## src/rtl/nn_axil_pkg.sv

```systemverilog
// Shared register map, response codes and field widths for the NN core
// AXI4-Lite control slave.
package nn_axil_pkg;

   localparam int unsigned ADDR_W   = 5;
   localparam int unsigned LAYER_W  = 8;
   localparam int unsigned NEURON_W = 16;

   localparam logic [ADDR_W-1:0] REG_WEIGHT = 5'h00;
   localparam logic [ADDR_W-1:0] REG_BIAS   = 5'h04;
   localparam logic [ADDR_W-1:0] REG_RESULT = 5'h08;
   localparam logic [ADDR_W-1:0] REG_LAYER  = 5'h0C;
   localparam logic [ADDR_W-1:0] REG_NEURON = 5'h10;
   localparam logic [ADDR_W-1:0] REG_STATUS = 5'h14;
   localparam logic [ADDR_W-1:0] REG_INTEN  = 5'h18;
   localparam logic [ADDR_W-1:0] REG_SRST   = 5'h1C;

   localparam logic [1:0] RESP_OKAY   = 2'b00;
   localparam logic [1:0] RESP_SLVERR = 2'b10;

   // Unaligned offsets fall through to default and are treated as unmapped.
   function automatic logic reg_writable(input logic [ADDR_W-1:0] a);
      case (a)
         REG_WEIGHT, REG_BIAS, REG_LAYER, REG_NEURON, REG_INTEN, REG_SRST: return 1'b1;
         default: return 1'b0;
      endcase
   endfunction

endpackage

```

## src/rtl/nn_axil_slave.sv

```systemverilog
// AXI4-Lite control/status slave for the NN core: weight/bias streaming
// pulses, layer/neuron selection, result capture with done interrupt.
module nn_axil_slave
   import nn_axil_pkg::*;
#(
   parameter int C_S_AXI_DATA_WIDTH = 32,
   parameter int C_S_AXI_ADDR_WIDTH = 5
) (
   input  logic                            s_axi_aclk,
   input  logic                            s_axi_aresetn,
   input  logic [C_S_AXI_ADDR_WIDTH-1:0]   s_axi_awaddr,
   input  logic [2:0]                      s_axi_awprot,
   input  logic                            s_axi_awvalid,
   output logic                            s_axi_awready,
   input  logic [C_S_AXI_DATA_WIDTH-1:0]   s_axi_wdata,
   input  logic [C_S_AXI_DATA_WIDTH/8-1:0] s_axi_wstrb,
   input  logic                            s_axi_wvalid,
   output logic                            s_axi_wready,
   output logic [1:0]                      s_axi_bresp,
   output logic                            s_axi_bvalid,
   input  logic                            s_axi_bready,
   input  logic [C_S_AXI_ADDR_WIDTH-1:0]   s_axi_araddr,
   input  logic [2:0]                      s_axi_arprot,
   input  logic                            s_axi_arvalid,
   output logic                            s_axi_arready,
   output logic [C_S_AXI_DATA_WIDTH-1:0]   s_axi_rdata,
   output logic [1:0]                      s_axi_rresp,
   output logic                            s_axi_rvalid,
   input  logic                            s_axi_rready,
   output logic [C_S_AXI_DATA_WIDTH-1:0]   weight_data,
   output logic                            weight_valid,
   output logic [C_S_AXI_DATA_WIDTH-1:0]   bias_data,
   output logic                            bias_valid,
   output logic [LAYER_W-1:0]              layer_num,
   output logic [NEURON_W-1:0]             neuron_num,
   output logic                            soft_reset,
   input  logic [C_S_AXI_DATA_WIDTH-1:0]   result,
   input  logic                            result_valid,
   output logic                            intr
);

   localparam int DW = C_S_AXI_DATA_WIDTH;
   localparam int SW = C_S_AXI_DATA_WIDTH / 8;

   logic [1:0]        en_q, en_d;
   logic              aw_full_q, aw_full_d;
   logic [ADDR_W-1:0] aw_addr_q, aw_addr_d;
   logic              w_full_q, w_full_d;
   logic [DW-1:0]     w_data_q, w_data_d;
   logic [SW-1:0]     w_strb_q, w_strb_d;
   logic              bvalid_q, bvalid_d;
   logic [1:0]        bresp_q, bresp_d;
   logic              rvalid_q, rvalid_d;
   logic [DW-1:0]     rdata_q, rdata_d;
   logic [1:0]        rresp_q, rresp_d;
   logic [DW-1:0]     weight_q, weight_d;
   logic              wvld_q, wvld_d;
   logic [DW-1:0]     bias_q, bias_d;
   logic              bvld_q, bvld_d;
   logic [LAYER_W-1:0]  layer_q, layer_d;
   logic [NEURON_W-1:0] neuron_q, neuron_d;
   logic              inten_q, inten_d;
   logic              srst_q, srst_d;
   logic [DW-1:0]     result_q, result_d;
   logic              done_q, done_d;

   logic              aw_hs, w_hs, ar_hs, wr_go, wr_ok;
   logic [ADDR_W-1:0] ar_addr;
   logic [DW-1:0]     rd_data;
   logic [1:0]        rd_resp;
   logic              unused_prot;

   assign unused_prot = ^{s_axi_awprot, s_axi_arprot};

   // en_q[1] rises on the second edge after reset release; no handshake before that.
   assign s_axi_awready = en_q[1] & ~aw_full_q & ~bvalid_q;
   assign s_axi_wready  = en_q[1] & ~w_full_q  & ~bvalid_q;
   assign s_axi_arready = en_q[1] & ~rvalid_q;

   assign aw_hs   = s_axi_awvalid & s_axi_awready;
   assign w_hs    = s_axi_wvalid  & s_axi_wready;
   assign ar_hs   = s_axi_arvalid & s_axi_arready;
   assign ar_addr = s_axi_araddr[ADDR_W-1:0];
   assign wr_go   = aw_full_q & w_full_q;
   assign wr_ok   = wr_go & reg_writable(aw_addr_q) & (w_strb_q == {SW{1'b1}});

   always_comb begin
      rd_data = '0;
      rd_resp = RESP_OKAY;
      case (ar_addr)
         REG_RESULT: rd_data = result_q;
         REG_LAYER:  rd_data[LAYER_W-1:0] = layer_q;
         REG_NEURON: rd_data[NEURON_W-1:0] = neuron_q;
         REG_STATUS: rd_data[1:0] = {srst_q, done_q};
         REG_INTEN:  rd_data[0] = inten_q;
         REG_SRST:   rd_data[0] = srst_q;
         default:    rd_resp = RESP_SLVERR;
      endcase
   end

   always_comb begin
      en_d      = {en_q[0], 1'b1};
      aw_full_d = aw_full_q;
      aw_addr_d = aw_addr_q;
      w_full_d  = w_full_q;
      w_data_d  = w_data_q;
      w_strb_d  = w_strb_q;
      bvalid_d  = bvalid_q;
      bresp_d   = bresp_q;
      rvalid_d  = rvalid_q;
      rdata_d   = rdata_q;
      rresp_d   = rresp_q;
      weight_d  = weight_q;
      wvld_d    = 1'b0;
      bias_d    = bias_q;
      bvld_d    = 1'b0;
      layer_d   = layer_q;
      neuron_d  = neuron_q;
      inten_d   = inten_q;
      srst_d    = srst_q;
      result_d  = result_q;
      done_d    = done_q;

      if (aw_hs) begin
         aw_full_d = 1'b1;
         aw_addr_d = s_axi_awaddr[ADDR_W-1:0];
      end
      if (w_hs) begin
         w_full_d = 1'b1;
         w_data_d = s_axi_wdata;
         w_strb_d = s_axi_wstrb;
      end

      if (wr_go) begin
         aw_full_d = 1'b0;
         w_full_d  = 1'b0;
         bvalid_d  = 1'b1;
         bresp_d   = wr_ok ? RESP_OKAY : RESP_SLVERR;
         if (wr_ok) begin
            case (aw_addr_q)
               REG_WEIGHT: begin weight_d = w_data_q; wvld_d = 1'b1; end
               REG_BIAS:   begin bias_d = w_data_q; bvld_d = 1'b1; end
               REG_LAYER:  layer_d  = w_data_q[LAYER_W-1:0];
               REG_NEURON: neuron_d = w_data_q[NEURON_W-1:0];
               REG_INTEN:  inten_d  = w_data_q[0];
               REG_SRST:   srst_d   = w_data_q[0];
               default: ;
            endcase
         end
      end else if (bvalid_q && s_axi_bready) begin
         bvalid_d = 1'b0;
      end

      if (ar_hs) begin
         rvalid_d = 1'b1;
         rdata_d  = rd_data;
         rresp_d  = rd_resp;
         if (ar_addr == REG_RESULT) done_d = 1'b0;
      end else if (rvalid_q && s_axi_rready) begin
         rvalid_d = 1'b0;
      end

      // A new result wins over a same-edge read-clear so it is never lost.
      if (result_valid) begin
         result_d = result;
         done_d   = 1'b1;
      end
   end

   always_ff @(posedge s_axi_aclk or negedge s_axi_aresetn) begin
      if (!s_axi_aresetn) begin
         en_q      <= '0;
         aw_full_q <= 1'b0;
         aw_addr_q <= '0;
         w_full_q  <= 1'b0;
         w_data_q  <= '0;
         w_strb_q  <= '0;
         bvalid_q  <= 1'b0;
         bresp_q   <= RESP_OKAY;
         rvalid_q  <= 1'b0;
         rdata_q   <= '0;
         rresp_q   <= RESP_OKAY;
         weight_q  <= '0;
         wvld_q    <= 1'b0;
         bias_q    <= '0;
         bvld_q    <= 1'b0;
         layer_q   <= '0;
         neuron_q  <= '0;
         inten_q   <= 1'b1;
         srst_q    <= 1'b1;
         result_q  <= '0;
         done_q    <= 1'b0;
      end else begin
         en_q      <= en_d;
         aw_full_q <= aw_full_d;
         aw_addr_q <= aw_addr_d;
         w_full_q  <= w_full_d;
         w_data_q  <= w_data_d;
         w_strb_q  <= w_strb_d;
         bvalid_q  <= bvalid_d;
         bresp_q   <= bresp_d;
         rvalid_q  <= rvalid_d;
         rdata_q   <= rdata_d;
         rresp_q   <= rresp_d;
         weight_q  <= weight_d;
         wvld_q    <= wvld_d;
         bias_q    <= bias_d;
         bvld_q    <= bvld_d;
         layer_q   <= layer_d;
         neuron_q  <= neuron_d;
         inten_q   <= inten_d;
         srst_q    <= srst_d;
         result_q  <= result_d;
         done_q    <= done_d;
      end
   end

   assign s_axi_bvalid = bvalid_q;
   assign s_axi_bresp  = bresp_q;
   assign s_axi_rvalid = rvalid_q;
   assign s_axi_rdata  = rdata_q;
   assign s_axi_rresp  = rresp_q;
   assign weight_data  = weight_q;
   assign weight_valid = wvld_q;
   assign bias_data    = bias_q;
   assign bias_valid   = bvld_q;
   assign layer_num    = layer_q;
   assign neuron_num   = neuron_q;
   assign soft_reset   = srst_q;
   assign intr         = done_q & inten_q;

endmodule

```

## config.mk

```make
export PLATFORM = sky130hd
export DESIGN_NAME = nn_axil_slave
export DESIGN_NICKNAME = d
export VERILOG_FILES = /design/src/rtl/nn_axil_pkg.sv /design/src/rtl/nn_axil_slave.sv
export SDC_FILE = /design/constraint.sdc
export NUM_CORES = 1
export LEC_CHECK = 0
export CORE_MARGIN = 2
export CORE_UTILIZATION = 45
export CTS_BUF_LIST = sky130_fd_sc_hd__clkbuf_2 sky130_fd_sc_hd__clkbuf_4 sky130_fd_sc_hd__clkbuf_8
export DETAILED_ROUTE_END_ITERATION = 16
export HOLD_SLACK_MARGIN = 0.1
export PLACE_DENSITY = 0.87
export SKIP_LAST_GASP = 1
export SYNTH_ARGS = -nofsm -noshare
export SYNTH_HDL_FRONTEND = slang
export SYNTH_SLANG_ARGS = --single-unit
```

## constraint.sdc

```tcl
create_clock -name s_axi_aclk -period 2.1 [get_ports s_axi_aclk]
set_input_delay 0.42 -clock s_axi_aclk [delete_from_list [all_inputs] [get_ports s_axi_aclk]]
set_output_delay 0.42 -clock s_axi_aclk [all_outputs]
set_load 0.02 [all_outputs]
```

==> flow_summary.toml <==
[route]
drc = 0
avgRoutedWirePerCell_um = 18.3
route.vias.total = 5442
drt_pre_antenna_iters = 4
drt_wl_total_mm = 19.4
viasPerCell = 5.14
ant_nets = 0
drt_iter0_markers = 214

[pwr]
p_leak_nw = 5.11
combPwrFrac = 0.149
fin_total_pwr_w = 0.0104
switching_share = 0.263
irDropWorstVdd_mv = 0.747
p_int_w = 0.00769
powerDensity_nw_per_um2 = 915
pwr-share-clk = 0.360
power.sequential.fraction = 0.491
p_sw_w = 0.00275

[timing]
finalSetupViolCount = 0
fmax_mhz = 497
whs_ns = 0.363
clock_skew_ns = 0.0123
relSlewSlack = 0.605
tns_ns = 0
worstMarginPinSlew_ns = 0.593
final_max_slew_viol_count = 0
min_period_ns = 2.01
rsz0062_at_grt = "false"
finalWorstSetupSlack_ns = 0.0874
finalHoldViolCount = 0
finalCritPeriodShare = 0.958

[cts]
cts.clk_slew.worst_paths_ns = 0.06
h-tree-depth = 2
cts_buffers = 35
cts.sinks = 206
cts-root-buf = "clkbuf_8"
clockBufferDepth = 3
clk_latency_ns = 0.50
tritoncts = "built"

[final_layout]
n_antenna_cell = 0
finalInstanceArea_um2 = 11400
final_nets = 901
drive_above_1_share = 0.313
area_growth_syn_to_layout_pct = 41.6

[global_route]
first_global_vias = 5669
grt_max_degree = 68
grt_use_total = 0.208
overflow = 0
antenna_found_initial = 0
grt_pass1_wl_mm = 30.6

[worst_setup_path]
cpMaxStageDelayCell = "dfrtp_1"
crit_type = "flop to flop"
critPathRequiredTime_ns = 2.47
cp_max_fo = 33
crit_chain = "nand4b_1 -> nor4_4 -> and3b_2 -> buf_12 -> mux2_2"
start_kind = "flop"
crit_arrival_ns = 2.39
critPathCaptureType = "flop"
slowest_delay_ns = 0.38

[placement]
portBuffers = 216
globalplace.congestion = 0.817
dp_slack_ns = 0.0204
place_hpwl_mm = 13.4
dpl_cell_area_um2 = 10700

[synth]
yosysTopAreaCell = "dfrtp_1"
synth-seq-cells = 206
synth.top_cell.area_share = 0.634
ys_types = 36
synth_area_um2 = 8050
synth_warnings = 0
synth.avg_cell_area_um2 = 14.3
ys_seq_area_frac = 0.640
synthTopCellsByArea = "dfrtp_1 63%, mux2_2 23%, nand2_1 2.4%"
syn-instance-count = 564

[hold_path]
hp-class = "flop to flop"

[floorplanning]
start_util = 0.462
die_w_um = 138
die_h_um = 138
core_um2 = 17400
die-area_um2 = 19000
io_pins = 225
rows = 48

[status]
outcome = "finished, final reports clean"

[job]
drv_cap = 0
==> sequential cells by signal, summed over array words and instances, names as in the netlist, 2 cells and up <==
| register | cells |
|---|---|
| bias_data | 32 |
| result_q | 32 |
| s_axi_rdata | 32 |
| w_data_q | 32 |
| weight_data | 32 |
| neuron_num | 16 |
| layer_num | 8 |
| aw_addr_q | 5 |
| w_strb_q | 4 |
| en_q | 2 |
==> synth_stat cells, drive strengths merged <==
cell / count
a211oi: 1
a21o: 3
a21oi: 4
a22o: 6
a22oi: 15
a31o: 1
a41oi: 1
and2: 6
and3: 1
and3b: 1
buf: 18
clkbuf: 16
conb: 2
dfrtp: 204
dfstp: 2
inv: 7
mux2: 165
mux2i: 2
nand2: 51
nand2b: 1
nand3: 3
nand4: 1
nand4b: 2
nor2: 4
nor2b: 4
nor3: 1
nor4: 1
nor4b: 1
o21ai: 36
o21bai: 1
o41ai: 1
or3: 1
or4: 1
==> area by class of cell <==
cell class,instances,area (um2)
Clock buffer,59,706
Clock inverter,2,35.0
Fill cell,1293,6010
Inverter,7,26.3
Multi-Input combinational cell,318,2720
Sequential cell,206,5160
Tap cell,225,282
Timing Repair Buffer,241,2470
==> power groups by stage <==
stage,clock (W),combinational [W],sequential [W]
CTS,0.00386,0.00158,0.00512
global placement,0,0.00154,0.00514
detailed placement,0,0.00159,0.00519
finish,0.00376,0.00156,0.00512
floorplan,0,0.000848,0.00506
global route,0.00403,0.00170,0.00522
==> worst paths after layout <==
check	startpoint	end	slack, ns	cells past startpoint
setup / recovery	aw_addr_q[0]	weight_data[9]	0.09	5
hold / removal	en_q[0]	en_q[1]	0.36	0
setup reg to reg	aw_addr_q[0]	weight_data[9]	0.09	5
hold reg to reg	en_q[0]	en_q[1]	0.36	0
max in group asynchronous	s_axi_aresetn	w_data_q[24]	0.95	3
min in group asynchronous	s_axi_aresetn	result_q[12]	0.48	2
==> worst max-delay path, delay by kind of cell, from the launching register on <==
family / cells / cell delay [ns]
buffers and inverters: 1 / 0.22
DFF: 1 / 0.38
muxes: 1 / 0.37
and+or+nand+nor: 3 / 0.89
==> what timing repair did <==
item                                    4_1_cts  5_1_grt
endpoints found under the setup margin        5        0
gates resized for setup                       5        0
hold buffers                                  1        0
endpoints found under the hold margin        57        0
setup buffers                                 0        0
==> stage by stage <==
step,cells,utilization
after global placement,996,0.612
after CTS,1058,0.655
final,1058,0.655
after global routing,1058,0.655
after detailed placement,996,0.612
after floorplan,565,-
==> cells by family (layout without fill, tap and decap cells) <==
logic type / Yosys count / count (layout) / share of synthesized area
DFF: 206 / 206 / 0.640
muxes: 167 / 167 / 0.233
and+or+nand+nor: 79 / 79 / 0.0488
AOI/OAI and AO/OA: 69 / 69 / 0.0533
buffers and inverters: 41 / 309 / 0.0233
other: 2 / 3 / 0.000933
==> layer usage <==
metal / share of wire / track usage / vias to the layer above
met5: 0 / 0 / -
met4: 0.027 / 0.0799 / 0
met3: 0.10 / 0.0780 / 41
met2: 0.47 / 0.334 / 205
met1: 0.41 / 0.258 / 2708
li1: - / - / 2488
==> placed cells by master (no fill, tap or decap), drive strengths merged, types with 2 or more instances in the layout <==
cell,synthesis,final
o21ai,36,36
mux2,165,165
and2,6,6
a22o,6,6
a21o,3,3
nand4b,2,2
nand2,51,51
dlygate4sd2,0,5
nand3,3,3
dfrtp,204,204
clkdlybuf4s50,0,210
buf,18,24
a22oi,15,15
dfstp,2,2
nor2b,4,4
inv,7,7
conb,2,3
mux2i,2,2
nor2,4,4
a21oi,4,4
clkbuf,16,60
(Power assumes the default switching activity.)
